==> src/rtl/cpu_pkg.sv <==
// Shared definitions for the bytecode CPU control path: control opcodes,
// the invoke/return sequencer state type and the method header layout.
package cpu_pkg;

  localparam logic [7:0] INVOKESTATIC = 8'hb8;
  localparam logic [7:0] RETURN       = 8'hb1;
  localparam logic [7:0] IRETURN      = 8'hac;

  typedef enum logic [3:0] {
    S_IDLE,
    S_FETCH,
    S_PUSH_RA,
    S_WAIT_RA,
    S_PUSH_OFF,
    S_WAIT_OFF,
    S_ARGS,
    S_POP_ARG,
    S_WAIT_ARG,
    S_WR_ARG,
    S_WAIT_WR,
    S_JUMP,
    S_RPOP_RA,
    S_RWAIT_RA,
    S_RPOP_OFF,
    S_RWAIT_OFF
  } ictrl_state_t;

  // Method header as stored in the data segment.
  typedef struct packed {
    logic [15:0] addr;
    logic [7:0]  nargs;
    logic [7:0]  max_locals;
  } method_hdr_t;

endpackage

==> src/rtl/invoke_ctrl.sv <==
// invoke_ctrl: sequences invokestatic / return / ireturn for the bytecode CPU.
// Invoke: fetch callee header, push return PC and caller LVA offset, move the
// arguments from the operand stack into the new frame, then load the callee PC.
// Return: pop return PC and LVA offset, then load the return PC.
// Every *_trigger is a one-cycle pulse issued from its own state; the matching
// *_done is only honoured in the wait state that follows, so a done arriving
// at any other time is ignored.
// Optional macro INVOKE_FRAME_CHECK_EN: frame overflow / nargs check with a
// sticky frame_err; without it the offset wraps modulo 256 and frame_err is 0.
module invoke_ctrl
  import cpu_pkg::*;
#(
  parameter int MAIN_LOCALS = 16,
  parameter int LVA_SIZE    = 256
) (
  input  logic        clk,
  input  logic        rst,
  input  logic        start,
  input  logic [7:0]  op_code,
  input  logic [7:0]  arg1,
  input  logic [7:0]  arg2,
  input  logic [15:0] pc_in,
  output logic [15:0] dataindex,
  input  logic [31:0] dataparams,
  output logic        cs_push,
  output logic        cs_trigger,
  output logic [31:0] cs_write,
  input  logic [31:0] cs_read,
  input  logic        cs_done,
  output logic        os_push,
  output logic        os_trigger,
  output logic [31:0] os_write,
  input  logic [31:0] os_read,
  input  logic        os_done,
  output logic        op_trigger,
  input  logic [31:0] op_read,
  input  logic        op_done,
  output logic        lva_trigger,
  output logic        lva_write,
  output logic [7:0]  lva_addr,
  output logic [31:0] lva_in,
  input  logic        lva_done,
  output logic [7:0]  lva_offset,
  output logic [15:0] new_pc,
  output logic        pc_load,
  output logic        busy,
  output logic        frame_err,
  output logic [3:0]  dbg_state
);

  localparam logic [7:0] OFFSET_RST = 8'(MAIN_LOCALS - 1);
  localparam logic [8:0] LVA_MAX    = 9'(LVA_SIZE - 1);

  ictrl_state_t state_q, state_d;
  method_hdr_t  hdr_q, hdr_in;
  logic [7:0]   k_q;
  logic [31:0]  arg_q;
  logic [15:0]  ret_pc_q;
  logic [15:0]  call_pc_q;
  logic         frame_bad;
  logic         unused_bits;

  assign hdr_in      = method_hdr_t'(dataparams);
  assign unused_bits = ^{cs_read[31:16], os_read[31:8], LVA_MAX};

`ifdef INVOKE_FRAME_CHECK_EN
  logic frame_err_q;

  // Callee frame must fit below the LVA top and hold all of its arguments.
  assign frame_bad = (({1'b0, lva_offset} + {1'b0, hdr_in.max_locals}) > LVA_MAX) ||
                     (hdr_in.nargs > hdr_in.max_locals);

  // Sticky overflow flag, cleared only by reset.
  always_ff @(posedge clk or posedge rst) begin
    if (rst) begin
      frame_err_q <= 1'b0;
    end else if (state_q == S_FETCH && frame_bad) begin
      frame_err_q <= 1'b1;
    end
  end

  assign frame_err = frame_err_q;
`else
  assign frame_bad = 1'b0;
  assign frame_err = 1'b0;
`endif

  // Combinational views of the datapath registers.
  assign busy      = (state_q != S_IDLE);
  assign lva_write = lva_trigger;
  assign lva_addr  = lva_offset - k_q + 8'd1;
  assign lva_in    = arg_q;
  assign cs_write  = {16'h0, call_pc_q + 16'd3};
  assign os_write  = {24'h0, lva_offset};
  assign dbg_state = state_q;

  // State register.
  always_ff @(posedge clk or posedge rst) begin
    if (rst) begin
      state_q <= S_IDLE;
    end else begin
      state_q <= state_d;
    end
  end

  // Datapath registers: header, argument counter, frame base and jump target.
  always_ff @(posedge clk or posedge rst) begin
    if (rst) begin
      dataindex  <= 16'h0;
      call_pc_q  <= 16'h0;
      hdr_q      <= '0;
      k_q        <= 8'h0;
      arg_q      <= 32'h0;
      ret_pc_q   <= 16'h0;
      lva_offset <= OFFSET_RST;
      new_pc     <= 16'h0;
    end else begin
      case (state_q)
        S_IDLE: begin
          if (start && op_code == INVOKESTATIC) begin
            dataindex <= {arg1, arg2};
            call_pc_q <= pc_in;
          end
        end
        S_FETCH: begin
          hdr_q <= hdr_in;
          if (frame_bad) begin
            new_pc <= call_pc_q;
          end
        end
        S_WAIT_OFF: begin
          if (os_done) begin
            lva_offset <= lva_offset + hdr_q.max_locals;
            k_q        <= hdr_q.nargs;
          end
        end
        S_ARGS: begin
          if (k_q == 8'h0) begin
            new_pc <= hdr_q.addr;
          end
        end
        S_WAIT_ARG: begin
          if (op_done) begin
            arg_q <= op_read;
          end
        end
        S_WAIT_WR: begin
          if (lva_done) begin
            k_q <= k_q - 8'd1;
          end
        end
        S_RWAIT_RA: begin
          if (cs_done) begin
            ret_pc_q <= cs_read[15:0];
          end
        end
        S_RWAIT_OFF: begin
          if (os_done) begin
            lva_offset <= os_read[7:0];
            new_pc     <= ret_pc_q;
          end
        end
        default: ;
      endcase
    end
  end

  // Next-state logic and one-cycle handshake outputs.
  always_comb begin
    state_d     = state_q;
    cs_push     = 1'b0;
    cs_trigger  = 1'b0;
    os_push     = 1'b0;
    os_trigger  = 1'b0;
    op_trigger  = 1'b0;
    lva_trigger = 1'b0;
    pc_load     = 1'b0;
    case (state_q)
      S_IDLE: begin
        if (start) begin
          if (op_code == INVOKESTATIC) begin
            state_d = S_FETCH;
          end else if (op_code == RETURN || op_code == IRETURN) begin
            state_d = S_RPOP_RA;
          end
        end
      end
      S_FETCH:     state_d = frame_bad ? S_JUMP : S_PUSH_RA;
      S_PUSH_RA: begin
        cs_trigger = 1'b1;
        cs_push    = 1'b1;
        state_d    = S_WAIT_RA;
      end
      S_WAIT_RA:   if (cs_done) state_d = S_PUSH_OFF;
      S_PUSH_OFF: begin
        os_trigger = 1'b1;
        os_push    = 1'b1;
        state_d    = S_WAIT_OFF;
      end
      S_WAIT_OFF:  if (os_done) state_d = S_ARGS;
      S_ARGS:      state_d = (k_q == 8'h0) ? S_JUMP : S_POP_ARG;
      S_POP_ARG: begin
        op_trigger = 1'b1;
        state_d    = S_WAIT_ARG;
      end
      S_WAIT_ARG:  if (op_done) state_d = S_WR_ARG;
      S_WR_ARG: begin
        lva_trigger = 1'b1;
        state_d     = S_WAIT_WR;
      end
      S_WAIT_WR:   if (lva_done) state_d = S_ARGS;
      S_JUMP: begin
        pc_load = 1'b1;
        state_d = S_IDLE;
      end
      S_RPOP_RA: begin
        cs_trigger = 1'b1;
        state_d    = S_RWAIT_RA;
      end
      S_RWAIT_RA:  if (cs_done) state_d = S_RPOP_OFF;
      S_RPOP_OFF: begin
        os_trigger = 1'b1;
        state_d    = S_RWAIT_OFF;
      end
      S_RWAIT_OFF: if (os_done) state_d = S_JUMP;
      default:     state_d = S_IDLE;
    endcase
  end

endmodule

==> config.mk <==
export PLATFORM = sky130hd
export DESIGN_NAME = invoke_ctrl
export DESIGN_NICKNAME = d
export VERILOG_FILES = /design/src/rtl/cpu_pkg.sv /design/src/rtl/invoke_ctrl.sv
export SDC_FILE = /design/constraint.sdc
export NUM_CORES = 1
export LEC_CHECK = 0
export CORE_UTILIZATION = 25
export CTS_CLUSTER_DIAMETER = 200
export DETAILED_ROUTE_END_ITERATION = 8
export MAX_ROUTING_LAYER = met4
export PLACE_DENSITY_LB_ADDON = 0.1
export SLEW_MARGIN = 10
export SYNTH_ARGS = -nofsm -noshare
export SYNTH_HDL_FRONTEND = slang
export SYNTH_SLANG_ARGS = --single-unit
==> constraint.sdc <==
create_clock -name clk -period 6.6 [get_ports clk]
set_clock_uncertainty 0.05 [all_clocks]
set_input_delay 0.99 -clock clk [delete_from_list [all_inputs] [get_ports clk]]
set_output_delay 0.99 -clock clk [all_outputs]
set_load 0.03 [all_outputs]
* Word level (Yosys, flattened, before mapping)
Index checks and enable logic that the tools add are counted.
** Word-level totals
- Bits in registers :: 148
- Bits in latches :: 0
- Memory bits (writable) :: 0
- Bits in read-only memories :: 0
- Input port bits :: 175
- Word-level logic and storage cells :: 87
- Memories :: 0
** Cells by class
- Add/subtract/negate cells :: 5
- Multipliers :: 0
- Div/mod/pow operators :: 0
- Order comparisons :: 0
- Equal/unequal tests :: 27
- Shift operators :: 0
- Muxes and demuxes :: 27
- Bitwise operators :: 0
- Reductions and logical operators :: 17
** Operators with widths (number)
- $pmux 4 s16 :: 1
- $mux 4 :: 10
- $eq 4x4->1 const B :: 8
- $mux 16 :: 2
- $mux 8 :: 4
- $pmux 16 s2 :: 1
- $pmux 8 s2 :: 2
- $eq 8x8->1 const B :: 3
- $add 16x2->16 const B :: 1
- $eq 4x3->1 const B :: 4
- $ne 2x2->1 const B :: 8
- $reduce_and 3->1 :: 3
- $add 8x1->8 const B :: 1
- $add 8x8->8 :: 1
- $eq 4x2->1 const B :: 2
- $logic_not 8->1 :: 1
- $reduce_and 8->1 :: 1
- $sub 8x1->8 const B :: 1
- $sub 8x8->8 :: 1
- $mux 1 :: 7
- $reduce_and 2->1 :: 3
- $reduce_bool 2->1 :: 3
- $eq 4x1->1 const B :: 1
- $logic_not 4->1 :: 1
- other kinds (5) :: 6

* Depth between registers and ports, before layout
Gate-level depths: netlist of the first run.
- Word-level depth :: 6
- Gate-level depth with buffers :: 10

* Worst setup path after synthesis of the first run
No wires, ideal clock.
- Kind :: register -> output
- Start point :: reg lva_offset[1]
- End point :: out lva_addr[7]
- Data arrival time :: 2623 ps
- Required time :: 5560 ps
- Slack :: 2937 ps
- Cell stages (with the launch flop) :: 11
- Path through :: dfstp_2 > inv_1 > ha_1 > inv_1 > ha_1 > fa_1 > a21oi_1 > nor2_1 > nor2_1 > o21ai_0 > xnor2_1
** Between the ends
- Cells in the longest elaborated chain, start to end :: 2
** RTL lines
- from (decl) :: line invoke_ctrl.sv:43 : output logic [7:0] lva_offset,
- from (signal assigned) :: line invoke_ctrl.sv:133 : lva_offset <= lva_offset + hdr_q.max_locals;
- from (signal assigned) :: line invoke_ctrl.sv:159 : lva_offset <= os_read[7:0];
- $sub 8x8->8 :: line invoke_ctrl.sv:91 : assign lva_addr = lva_offset - k_q + 8'd1;
- $add 8x1->8 :: line invoke_ctrl.sv:91
- to (decl) :: line invoke_ctrl.sv:40 : output logic [7:0] lva_addr,
Every way passes these cells.

* Final worst setup path of the first run
Ends and elaborated chain as after synthesis.

==> flow_metrics.env, run 1 <==
export IMPL_status="finished clean"
export IMPL_p_per_area_nw_per_um2=487
export IMPL_nNetsFinal=1116
export IMPL_path_max_fanout=4
export IMPL_clock_path_buffers=2
export IMPL_min_delay_path_class="reg2reg"
export IMPL_crit_buf_inv=3
export IMPL_rsz0062_at_grt="no"
export IMPL_critPathMaxStageDelay_ns=0.68
export IMPL_crit_path_end="lva_addr[7]"
export IMPL_first_pass_iters=5
export IMPL_clk_transition_reported_paths_ns=0.07
export IMPL_synth_xor_xnor_area_share_pct=2.65
export IMPL_wirelength_um=21300
export IMPL_die_w_um=176
export IMPL_fin_cells=1322
export IMPL_p_leak_uw=0.00464
export IMPL_dp_cells=1288
export IMPL_core_area_sq_um=29800
export IMPL_cts_tree="done"
export IMPL_reg2reg_slack_ns=3.69
export IMPL_fillers=3010
export IMPL_relSlewSlack_pct=34.4
export IMPL_p_total_uw=5290
export IMPL_grt_pass1_vias=5764
export IMPL_synthArstFlopShare_pct=100
export IMPL_synth_top_family_by_area="multiplexers"
export IMPL_drv_cap=0
export IMPL_end_kind="output port"
export IMPL_ff_latch_area_sq_um=3710
export IMPL_dp_slack_ns=2.56
export IMPL_fmax_ghz=0.225
export IMPL_die_y_um=176
export IMPL_cts_repair_resized=0
export IMPL_initial_core_util_pct=25.5
export IMPL_clkLatencyLatePin_ns=0.43
export IMPL_globalplace_congestion=0.747
export IMPL_htreeDepth=4
export IMPL_r2r_start="dbg_state[3]$_DFFE_PP0P_"
export IMPL_post_cts_setup_buffers=0
export IMPL_syn_avg_cell_area_sq_um=11.2
export IMPL_initialDrtViolationCount=254
export IMPL_slew_viol_final=0
export IMPL_post_route_period_util_pct=67.4
export IMPL_drc=0
export IMPL_rows=63
export IMPL_drt_wirelength_per_cell_um=16.1
export IMPL_hold_viol=0
export IMPL_ys_ff_latch=148
export IMPL_vias=5669
export IMPL_crit_family="adder cells"
export IMPL_cts_buffers=17
export IMPL_dp_hpwl_um=15200
export IMPL_cp_startpoint="lva_offset[1]$_DFFE_PP1P_"
export IMPL_worstPathCellList="inv_1 -> ha_1 -> inv_1 -> ha_1 -> fa_1 -> a21oi_1 -> nor2_1 -> nor2_1 -> o21ai_0 -> xnor2_1 -> clkdlybuf4s50_1"
export IMPL_reg2reg_to="dbg_state[1]$_DFFE_PP0P_"
export IMPL_r2r_cells=5
export IMPL_ys_flop_type="dfrtp_1"
export IMPL_seq_area_frac_synth_pct=48.7
export IMPL_io_buffers=251
export IMPL_yosysWarnings=0
export IMPL_synthSimpleGateAreaFrac_pct=10.6
export IMPL_synthAdderAreaFrac_pct=4.14
export IMPL_path_class="reg2out"
export IMPL_fin_tns_setup_ns=0
export IMPL_cts_sinks=148
export IMPL_grt_pass1_wl_um=32900
export IMPL_syn_to_final_growth_pct=42.8
export IMPL_worst_ir_drop_vdd_v=0.000289
export IMPL_synth_edf_count=0
export IMPL_drt_antenna_violating_nets=0
export IMPL_yosysUniqueCellTypes=63
export IMPL_grt_max_degree=91
export IMPL_critPathLaunchType="flip-flop"
export IMPL_final_cell_mix="clkdlybuf4s50_1 (251), dfrtp_1 (144), mux2_2 (107)"
export IMPL_syn_inst=682
export IMPL_finalWorstPathRequiredPeriod_ns=4.45
export IMPL_setup_ws_ns=2.15
export IMPL_via_per_inst=4.29
export IMPL_pin_count=333
export IMPL_tightest_slew_ns=0.982
export IMPL_cp_arrival_ns=3.41
export IMPL_final_common_cell="clkdlybuf4s50_1"
export IMPL_worstPathRequired_ns=5.56
export IMPL_synth_mux_area_share_pct=16.7
export IMPL_multi_input_area_sq_um=3440
export IMPL_cp_depth=11
export IMPL_cp_slowest_cell="clkdlybuf4s50_1"
export IMPL_antenna_found_initial=2
export IMPL_setup_viol=0
export IMPL_die_area_sq_um=31100
export IMPL_ctsHoldBuffers=0
export IMPL_cts_root_buf="clkbuf_16"
export IMPL_drive_gt1_share_pct=17.6
export IMPL_netlist_area_sq_um=7610
export IMPL_grt_total_usage_pct=14.4
export IMPL_synth_compound_area_share_pct=8.98
export IMPL_overflow=0
[through the flow]
step	utilization [%]	hold WS, ns	instance area [sq um]
CTS	36.5	0.449	10900
global route	36.5	0.464	10900
global placement	34.5	0.422	10300
floorplan	-	0.429	7760
detailed placement	34.5	0.433	10300
finish	36.5	0.446	10900
[power breakdown]
part / total [uW] / leakage, uW / internal [uW] / switching (uW)
combinational: 2760 / 0.00254 / 1250 / 1510
sequential: 1560 / 0.00182 / 1260 / 301
clock: 960 / 0.000278 / 511 / 450
[worst min-delay path by stage]
| stage | start | end | slack [ns] | cells after the start |
|---|---|---|---|---|
| after floorplan | ret_pc_q[10]$_DFFE_PP0P_ | ret_pc_q[10]$_DFFE_PP0P_ | 0.43 | 1 |
| final | dataindex[7]$_DFFE_PP0P_ | dataindex[7]$_DFFE_PP0P_ | 0.45 | 1 |
| after global routing | dataindex[7]$_DFFE_PP0P_ | dataindex[7]$_DFFE_PP0P_ | 0.46 | 1 |
| after global placement | dataindex[7]$_DFFE_PP0P_ | dataindex[7]$_DFFE_PP0P_ | 0.42 | 1 |
| after detailed placement | dataindex[7]$_DFFE_PP0P_ | dataindex[7]$_DFFE_PP0P_ | 0.43 | 1 |
| after CTS | dataindex[7]$_DFFE_PP0P_ | dataindex[7]$_DFFE_PP0P_ | 0.45 | 1 |
[routing by layer]
layer / global-route usage, % / part of all wire [%] / vias up
met5: - / 0 / -
met4: 4.53 / 1.2 / 0
met3: 4.50 / 6.5 / 15
met2: 22.5 / 48 / 161
met1: 17.7 / 45 / 2715
li1: - / - / 2778
[cells in the mapped netlist (all sizes together), types with 2 or more instances]
cell       n  area share, %
dfstp      4            1.4
a2bb2oi    3           0.43
a22oi      2           0.20
o211ai     3           0.36
a211oi     7           0.85
or3        4           0.33
mux2i      4           0.53
or4        2           0.21
dfrtp    144             47
nor2      44            2.3
o21a       2           0.20
nor4bb     2           0.26
and3       3           0.25
nor4       2           0.36
xnor2     19            2.2
mux2     109             16
nand3      9           0.59
nor4b      2           0.23
nor2b      6           0.49
a21oi     24            1.6
nor3      12           0.85
a31oi     20            1.6
nor3b      2           0.26
fa         2           0.53
nand2     58            2.9
nand4      5           0.49
xor2       4           0.46
nand2b     2           0.26
inv       23            1.1
a32oi      2           0.23
o31ai      4           0.39
a21o       2           0.20
and2       3           0.25
ha        22            3.6
clkbuf     8           0.39
buf       74            6.7
o21ai     29            1.9
o21bai     3           0.30
[logic make-up (layout without fill, tap and decap cells)]
logic type | Yosys count | after routing
simple gates | 161 | 161
flops | 148 | 148
mux | 113 | 113
compound gates | 107 | 107
buf+inv | 105 | 313
fa+ha+maj | 24 | 24
xor+xnor | 23 | 23
other cells | 1 | 43
[registers in the layout (all words and copies together) (netlist names)]
signal      cells
hdr_q          32
dbg_state       4
call_pc_q      16
k_q             8
ret_pc_q       16
lva_offset      8
lva_in         32
new_pc         16
dataindex      16
[final cells by class]
type	count	share of cell area [%]
Timing Repair Buffer	258	23.6
Sequential cell	148	34.1
Multi-Input combinational cell	469	31.6
Clock inverter	14	1.22
Clock buffer	18	4.04
Tap cell	390	4.49
Inverter	23	0.841
Antenna cell	2	0.0461
Note: power is estimated with default switching activity, not from simulation.
==> inputs of run 2 (changes only) <==
clock period = 3.9 ns   (was 6.6 ns; I/O delays follow)
==> run 2 against run 1 <==
Against the previous run:
- global-route usage increased by 0.42 points
- via count shrank 0.12%
- clock power increased by 61%
- total power increased by 69%
- sequential cell count did not move
- critical endpoint is now lva_addr[3]
- largest power group unchanged
==> flow_metrics.env, run 2 (synthesis results as in run 1) <==
export IMPL_fmax_ghz=0.281
export IMPL_grt_pass1_vias=5851
export IMPL_tightest_slew_ns=0.767
export IMPL_worstPathRequired_ns=3.26
export IMPL_antenna_found_initial=2
export IMPL_cts_tree="done"
export IMPL_drive_gt1_share_pct=18.5
export IMPL_final_cell_mix="clkdlybuf4s50_1 (248), dfrtp_1 (144), mux2_2 (107)"
export IMPL_post_cts_setup_buffers=0
export IMPL_path_class="reg2out"
export IMPL_fillers=3002
export IMPL_worst_ir_drop_vdd_v=0.000465
export IMPL_p_clk_share_pct=17.4
export IMPL_clkLatencyLatePin_ns=0.43
export IMPL_grt_max_degree=59
export IMPL_io_buffers=251
export IMPL_fin_util_pct=36.7
export IMPL_drt_antenna_violating_nets=0
export IMPL_pin_count=333
export IMPL_dp_hpwl_um=16200
export IMPL_vias=5662
export IMPL_ctsHoldBuffers=0
export IMPL_hold_ws_ns=0.354
export IMPL_path_max_fanout=4
export IMPL_nNetsFinal=1127
export IMPL_relSlewSlack_pct=48.8
export IMPL_cts_root_buf="clkbuf_16"
export IMPL_globalplace_congestion=0.743
export IMPL_die_y_um=176
export IMPL_rows=63
export IMPL_post_route_period_util_pct=91.3
export IMPL_clock_path_buffers=2
export IMPL_grt_total_usage_pct=14.9
export IMPL_finalWorstPathRequiredPeriod_ns=3.56
export IMPL_power_switching_uw=3810
export IMPL_p_seq_share_pct=28.8
export IMPL_via_per_inst=4.25
export IMPL_fin_tns_setup_ns=0
export IMPL_p_int_uw=5110
export IMPL_hold_viol=0
export IMPL_critPathMaxStageDelay_ns=0.70
export IMPL_die_w_um=176
export IMPL_cp_arrival_ns=2.92
export IMPL_overflow=0
export IMPL_core_area_sq_um=29800
export IMPL_sw_frac_of_total_pct=42.7
export IMPL_cts_sinks=148
export IMPL_worstPathCellList="inv_1 -> ha_1 -> inv_1 -> ha_1 -> fa_1 -> xor2_1 -> clkdlybuf4s50_1"
export IMPL_slew_viol_final=0
export IMPL_rsz0062_at_grt="no"
export IMPL_drt_wirelength_per_cell_um=16.5
export IMPL_status="finished clean"
export IMPL_p_per_area_nw_per_um2=816
export IMPL_wirelength_um=21900
export IMPL_p_leak_uw=0.00468
export IMPL_setup_viol=0
export IMPL_min_delay_path_class="in2async"
export IMPL_initial_core_util_pct=25.5
export IMPL_initialDrtViolationCount=209
export IMPL_syn_to_final_growth_pct=43.6
export IMPL_cp_slowest_cell="clkdlybuf4s50_1"
export IMPL_die_area_sq_um=31100
export IMPL_clk_transition_reported_paths_ns=0.07
export IMPL_final_common_cell="clkdlybuf4s50_1"
export IMPL_drv_cap=0
export IMPL_drc=0
export IMPL_grt_pass1_wl_um=34000
export IMPL_htreeDepth=4
export IMPL_combinationalPowerShare_pct=53.8
export IMPL_end_kind="output port"
export IMPL_critPathLaunchType="flip-flop"
export IMPL_cts_repair_resized=1
export IMPL_first_pass_iters=4
export IMPL_cts_buffers=17
[run 2: stage by stage]
step	power [uW]	std cells	setup WS (ns)	instance area [sq um]
floorplan	5750	722	0.642	7760
global route	9590	1333	0.130	10900
CTS	9110	1331	0.0113	10900
detailed placement	7510	1299	0.332	10400
global placement	7490	1299	0.323	10400
finish	8920	1333	0.341	10900
[run 2: path summary, 6_finish.rpt]
check | end | depth (start not counted) | slack, ns | startpoint
setup reg to reg | k_q[0]$_DFFE_PP0P_ | 5 | 1.25 | dbg_state[2]$_DFFE_PP0P_
hold reg to reg | dataindex[3]$_DFFE_PP0P_ | 1 | 0.44 | dataindex[3]$_DFFE_PP0P_
setup / recovery | lva_addr[3] | 7 | 0.34 | lva_offset[1]$_DFFE_PP1P_
hold / removal | lva_in[18]$_DFFE_PP0P_ | 2 | 0.35 | rst
max in group asynchronous | ret_pc_q[14]$_DFFE_PP0P_ | 3 | 2.48 | rst
min in group clk | dataindex[3]$_DFFE_PP0P_ | 1 | 0.44 | dataindex[3]$_DFFE_PP0P_
[run 2: power by group through the flow]
stage               Combinational [uW]  Clock [uW]  Sequential [uW]
floorplan                         2680           0             3060
global placement                  4890           0             2590
detailed placement                4900           0             2610
CTS                               4900        1620             2590
global route                      5240        1680             2680
finish                            4800        1550             2570
[run 2: worst max-delay path, delay by kind of cell (launching register included)]
| kind | cells | cell delay [ns] |
|---|---|---|
| adders and majority gates | 3 | 0.90 |
| buffers and inverters | 3 | 0.83 |
| DFF | 1 | 0.56 |
| xor gates and xnor gates | 1 | 0.21 |
[run 2: layout make-up]
class	count	area, sq um	area share [%]
antenna	2	5.00	0.0458
clock buffer	20	447	4.09
clock inverter	12	93.8	0.859
inverter	23	90.1	0.824
multi-input combinational	469	3440	31.4
sequential	148	3710	33.9
tap	390	488	4.46
timing repair buffer	269	2660	24.3
[run 2: metal layers]
| layer | vias up | share of wire [%] | global-route usage [%] |
|---|---|---|---|
| li1 | 2793 | - | - |
| met1 | 2718 | 44 | 18.2 |
| met2 | 142 | 48 | 23.4 |
| met3 | 9 | 6.3 | 5.02 |
| met4 | 0 | 0.88 | 3.77 |
| met5 | - | 0 | - |
